===== config.mk =====
export PLATFORM = sky130hd
export DESIGN_NAME = imm_ext_arb
export DESIGN_NICKNAME = d
export VERILOG_FILES = /design/src/rtl/imm_ext_pkg.sv /design/src/rtl/imm_ext_core.sv /design/src/rtl/imm_ext_arb.sv
export SDC_FILE = /design/constraint.sdc
export NUM_CORES = 1
export LEC_CHECK = 0
export ABC_CLOCK_PERIOD_IN_PS = 12200
export CORE_ASPECT_RATIO = 1.75
export CORE_MARGIN = 2
export CORE_UTILIZATION = 55
export CTS_CLUSTER_SIZE = 10
export DETAILED_ROUTE_END_ITERATION = 8
export PLACE_DENSITY = 0.82
export SETUP_SLACK_MARGIN = 0.15
export SYNTH_ARGS = -nofsm -noshare
export SYNTH_HDL_FRONTEND = slang
export SYNTH_SLANG_ARGS = --single-unit

===== constraint.sdc =====
create_clock -name clk -period 12.2 [get_ports clk]
set_clock_uncertainty 0.2 [all_clocks]
set_input_delay 3.05 -clock clk [delete_from_list [all_inputs] [get_ports clk]]
set_output_delay 3.05 -clock clk [all_outputs]
set_load 0.05 [all_outputs]

===== src/rtl/imm_ext_pkg.sv =====
// Shared definitions for the immediate sign-extension service:
// default widths, requester indices and the captured response layout.
package imm_ext_pkg;

  localparam int IMM_W_DEF = 12;
  localparam int XLEN_DEF  = 32;

  localparam logic REQ0 = 1'b0;
  localparam logic REQ1 = 1'b1;

  typedef struct packed {
    logic                id;
    logic [XLEN_DEF-1:0] ext;
    logic [XLEN_DEF-1:0] neg;
    logic                ok;
  } rsp_t;

endpackage


===== src/rtl/imm_ext_core.sv =====
// Combinational sign-extend/negate datapath with two independently built
// extensions so a disagreement between them shows up as ok_o = 0.
module imm_ext_core
  import imm_ext_pkg::*;
#(
  parameter int IMM_W = IMM_W_DEF,
  parameter int XLEN  = XLEN_DEF
) (
  input  logic [IMM_W-1:0] imm_i,
  output logic [XLEN-1:0]  ext_a_o,
  output logic [XLEN-1:0]  ext_b_o,
  output logic [XLEN-1:0]  neg_o,
  output logic             ok_o
);

  logic signed [XLEN-1:0] shl_s;
  logic        [XLEN-1:0] sum_s;

  assign ext_a_o = {{(XLEN-IMM_W){imm_i[IMM_W-1]}}, imm_i};

  // Park the immediate at the top and shift it back down arithmetically.
  assign shl_s   = {imm_i, {(XLEN-IMM_W){1'b0}}};
  assign ext_b_o = shl_s >>> (XLEN-IMM_W);

  assign neg_o   = ~ext_a_o + {{(XLEN-1){1'b0}}, 1'b1};
  assign sum_s   = ext_a_o + neg_o;
  assign ok_o    = (ext_a_o == ext_b_o) && (sum_s == {XLEN{1'b0}});

endmodule


===== src/rtl/imm_ext_arb.sv =====
// Two-requester round-robin front end for one shared sign-extension unit,
// with a one-entry response register and a saturating self-check counter.
module imm_ext_arb
  import imm_ext_pkg::*;
#(
  parameter int IMM_W = IMM_W_DEF,
  parameter int XLEN  = XLEN_DEF,
  parameter int ERR_W = 8
) (
  input  logic             clk,
  input  logic             rst_n,
  input  logic             req0_valid,
  input  logic [IMM_W-1:0] req0_imm,
  output logic             req0_ready,
  input  logic             req1_valid,
  input  logic [IMM_W-1:0] req1_imm,
  output logic             req1_ready,
  output logic             rsp_valid,
  input  logic             rsp_ready,
  output logic             rsp_id,
  output logic [XLEN-1:0]  rsp_ext,
  output logic [XLEN-1:0]  rsp_neg,
  output logic             rsp_ok,
  output logic [ERR_W-1:0] err_cnt
);

  logic             accept_s;
  logic             grant_vld_s;
  logic             grant_id_s;
  logic [IMM_W-1:0] imm_sel_s;
  logic [XLEN-1:0]  ext_a_s;
  logic [XLEN-1:0]  ext_b_s;
  logic [XLEN-1:0]  neg_s;
  logic             ok_s;

  rsp_t             rsp_q, rsp_d;
  logic             rsp_valid_q, rsp_valid_d;
  logic             last_q, last_d;
  logic [ERR_W-1:0] err_q, err_d;

  assign accept_s = !rsp_valid_q || rsp_ready;

  // Round-robin grant: on contention the requester that did not win last time goes.
  always_comb begin
    grant_vld_s = 1'b0;
    grant_id_s  = REQ0;
    if (rst_n && accept_s) begin
      if (req0_valid && req1_valid) begin
        grant_vld_s = 1'b1;
        grant_id_s  = (last_q == REQ0) ? REQ1 : REQ0;
      end else if (req0_valid) begin
        grant_vld_s = 1'b1;
        grant_id_s  = REQ0;
      end else if (req1_valid) begin
        grant_vld_s = 1'b1;
        grant_id_s  = REQ1;
      end else begin
        grant_vld_s = 1'b0;
      end
    end else begin
      grant_vld_s = 1'b0;
    end
  end

  assign req0_ready = grant_vld_s && (grant_id_s == REQ0);
  assign req1_ready = grant_vld_s && (grant_id_s == REQ1);
  assign imm_sel_s  = (grant_id_s == REQ1) ? req1_imm : req0_imm;

  imm_ext_core #(
    .IMM_W (IMM_W),
    .XLEN  (XLEN)
  ) u_core (
    .imm_i   (imm_sel_s),
    .ext_a_o (ext_a_s),
    .ext_b_o (ext_b_s),
    .neg_o   (neg_s),
    .ok_o    (ok_s)
  );

  // Response register, round-robin pointer and error counter next state.
  always_comb begin
    rsp_d       = rsp_q;
    rsp_valid_d = rsp_valid_q;
    last_d      = last_q;
    err_d       = err_q;
    if (grant_vld_s) begin
      rsp_valid_d = 1'b1;
      rsp_d.id    = grant_id_s;
      rsp_d.ext   = ext_a_s;
      rsp_d.neg   = neg_s;
      rsp_d.ok    = ok_s;
      last_d      = grant_id_s;
      if (!ok_s && (err_q != {ERR_W{1'b1}})) begin
        err_d = err_q + {{(ERR_W-1){1'b0}}, 1'b1};
      end else begin
        err_d = err_q;
      end
    end else if (accept_s) begin
      rsp_valid_d = 1'b0;
    end else begin
      rsp_valid_d = rsp_valid_q;
    end
  end

  // State registers with synchronous active-low reset.
  always_ff @(posedge clk) begin
    if (!rst_n) begin
      rsp_q       <= '0;
      rsp_valid_q <= 1'b0;
      last_q      <= REQ1;
      err_q       <= {ERR_W{1'b0}};
    end else begin
      rsp_q       <= rsp_d;
      rsp_valid_q <= rsp_valid_d;
      last_q      <= last_d;
      err_q       <= err_d;
    end
  end

  assign rsp_valid = rsp_valid_q;
  assign rsp_id    = rsp_q.id;
  assign rsp_ext   = rsp_q.ext;
  assign rsp_neg   = rsp_q.neg;
  assign rsp_ok    = rsp_q.ok;
  assign err_cnt   = err_q;

endmodule


==> results.md <==
- Tcrit/Tclk final: 0.870
- # diodes: 0
- WHS Endpoint: rsp_ok$_SDFFE_PN0P_
- Post-CTS Hold Fix Bufs: 0
- Antenna violations before repair: 0
- WP buf/inv: 2
- DR WL/cell: between 20 and 25 um
- Post-layout power: approximately 0.71 mW
- Worst hold stages: 2
- Hold_sp: rsp_ok$_SDFFE_PN0P_
- Startpoint Class: input pin
- Unique masters post-synth: between 90 and 100
- Core area: between 10,000 and 15,000 sq um
- Peak VDD IR: roughly 53 uV
- Post-synthesis cell count: just under 900
- Starting Density: 0.567
- Worst-skew pair later-pin latency: approximately 300 ps
- Worst R2R Path Depth: 23
- Max FO, Critical Path: 28
- Critical Setup Path Class: in -> reg
- Drt first-iter violations: about 740
- TritonRoute pass-1 iters: 5
- Sequential share of the synthesized area: 0.165
- Synth Warn #: 0
- Most common cell after layout, fill and taps aside: clkdlybuf4s50_1
- F_max: approximately 94 MHz
- Final setup violation count: 0
- Status: completed
- Vias: around 7,500
- Clock root buffer: clkbuf_16
- Delay-heaviest family, CP: simple AND/OR/NAND/NOR gates
- Post-cts repair resize count: 0
- Cell count after placement: between 1,000 and 1,500
- Die Y: 149 um
- Routability Congestion: about 1.1
- DR vias/cell: approximately 7
- Synthesized area: about 6600 sq um
- Die area: 12,900 sq um
- Row Count: 52
- Slew margin rel.: 0.348
- Post-Syn Nets: 953
- CTS Sinks: 54
- Worst slew pin tran: 965 ps
- Syn Area/Cell: 7.40 sq um
- Critical Path RT: around 12,000 ps
- Synth-to-layout area growth: 15.9%
- Post-CTS setup buffers: 0
- CP cell instances: clkdlybuf4s50_1 > a21boi_2 > nand3_4 > inv_1 > mux2i_1 > ha_1 > or3b_1 > nor3_1 > a21oi_4 > nor2_1 > ha_1 > nand2b_1 > a32oi_1 > nor2_1 > a21oi_1 > a211o_1 > a2111oi_0 > o2111ai_1 > nor4_1 > and4b_1 > nand4_2 > a2111oi_4 > nand2b_1 > mux2i_1
- Number of buffers created by CTS: 5
- Global-route wire length before repair: about 38 mm
- Share of cells above drive strength 1: 0.0881
- Post-synth ARST share: 0
- Largest net degree at the start of global routing: 59
- Non-Filler Instances: about 1,100
- CTS tree: yes
- Vias in the first global route: about 7,000
- Setup crit end kind: flip-flop
- Hold slack final: between 200 and 250 ps
- Total Routing Usage GR: 0.381
- Reg clk slew, reported paths: 70 ps
- Bufs on Longest Clock Path: 2
- Post-Route WL: approximately 25 mm
- Synth Register Bits: 54
- Port Buffers: between 100 and 150
- Worst R2R End: err_cnt[1]$_SDFFE_PN0P_
- Most frequent cells in the layout: clkdlybuf4s50_1 (104), nand2_1 (98), nor2_1 (77), dfxtp_1 (54), nand3_1 (47)
- RSZ-0062 raised after global routing: no
- Max stage delay cell, worst path: a2111oi_4
- Tmin final: roughly 11,000 ps
- Post-synth EDFFs: 0
- DP HPWL: a little under 20 mm
- Hold Fails Final Rpt: 0
- Ys flop type: dfxtp_1
- Nets: 995
- Slew Viols, Final: 0
- Remaining Overflow, GRT: 0
- Fin Setup TNS: 0 ps
- Max-cap check violation count: 0
- I/O pin count: 106
- Max stage delay on crit path: about 760 ps
- Pwr dens: 93.4 nW/um^2
- H-tree depth: 2
- Post-detailed-route count of antenna-violating nets: 0
- Pleak: slightly below 3 nW
- R2r setup slk: about 4500 ps
- Worst Hold Class: reg -> reg
- Arrival time worst endpoint: between 10,000 and 15,000 ps
- FF-to-FF Start: last_q$_SDFFE_PN1P_
- # DRC: 0
- Die X: between 80 and 90 um
sequential cells by signal, indices dropped and copies added, names as in the netlist:
register	cells
err_cnt	8
last_q	1
rsp_ext	12
rsp_id	1
rsp_neg	30
rsp_ok	1
rsp_valid	1
metrics by stage:
stage                     setup WS (ps)  instance area (sq um)   util
final                              1580                   7610  0.657
after global routing               1210                   7610  0.657
after CTS                          1770                   7610  0.657
after detailed placement           1470                   7440  0.642
after global placement             1520                   7440  0.642
after floorplan                    2970                   6570      -
area by class of cell:
type / instances / area [sq um]
clock buffers: 5 / 125
clock inverters: 3 / 47.5
fillers: 1053 / 3970
inverters: 28 / 105
multi-input cells: 724 / 4950
flip-flops and latches: 54 / 1080
well taps: 135 / 169
repair buffers: 117 / 1140
worst register-to-register path: stages (launching register included):
cell,delay [ps]
dfxtp_1,340
a21boi_2,200
nand3_4,370
inv_1,240
mux2i_1,350
ha_1,300
or3b_1,430
nor3_1,410
a21oi_4,240
nor2_1,160
ha_1,290
nand2b_1,160
a32oi_1,90
nor2_1,570
a21oi_1,230
a211o_1,370
a2111oi_0,520
o2111ai_1,220
nor4_1,260
and4b_1,250
nand4_2,210
a2111oi_4,770
nand2b_1,260
mux2i_1,190
power by group:
part	leakage, nW	switching (mW)	internal (mW)
clock network	0.0848	0.0679	0.0984
logic	2.40	0.229	0.112
registers	0.446	0.0113	0.191
how the worst max path moves through the flow:
| stage | depth (start not counted) | to | from |
|---|---|---|---|
| floorplan | 26 | err_cnt[6]$_SDFFE_PN0P_ | rsp_ready |
| global placement | 24 | err_cnt[0]$_SDFFE_PN0P_ | req1_valid |
| detailed placement | 24 | err_cnt[0]$_SDFFE_PN0P_ | req1_valid |
| CTS | 24 | err_cnt[1]$_SDFFE_PN0P_ | req1_valid |
| global route | 24 | err_cnt[1]$_SDFFE_PN0P_ | req1_valid |
| finish | 24 | err_cnt[1]$_SDFFE_PN0P_ | req1_valid |
synth_stat cells, types with 10 or more instances:
library cell | count | area, sq um
a211oi_1 | 30 | 225
a21o_1 | 10 | 75.1
a21oi_1 | 35 | 175
a32oi_1 | 10 | 87.6
and3_1 | 10 | 62.6
buf_2 | 15 | 75.1
buf_4 | 24 | 180
clkbuf_1 | 33 | 124
dfxtp_1 | 54 | 1080
ha_1 | 36 | 450
inv_1 | 23 | 86.3
mux2i_1 | 20 | 200
nand2_1 | 98 | 368
nand2b_1 | 19 | 119
nand3_1 | 47 | 235
nand4_1 | 14 | 87.6
nor2_1 | 77 | 289
nor2b_1 | 24 | 150
nor3_1 | 23 | 115
nor4_1 | 12 | 75.1
o2111ai_1 | 18 | 158
o21ai_0 | 30 | 150
or3_1 | 11 | 68.8
xnor2_1 | 11 | 96.3
metal layers:
| layer | up-vias | wire [um] | GRT usage |
|---|---|---|---|
| li1 | 3429 | - | - |
| met2 | 415 | 12200 | 0.637 |
| met1 | 3504 | 8830 | 0.416 |
| met4 | 0 | 2590 | 0.338 |
| met5 | - | 0 | 0 |
| met3 | 130 | 1450 | 0.0350 |
kinds of logic (layout without fill, tap and decap cells):
logic type	Yosys count	after routing	share of synthesized area
simple gates	393	393	0.315
compound gates	251	251	0.301
buf+inv	110	153	0.0829
flops	54	54	0.165
fa+ha+maj	36	36	0.0686
mux	30	30	0.0480
xor+xnor	14	14	0.0208
Note: power is estimated with default switching activity, not from simulation.
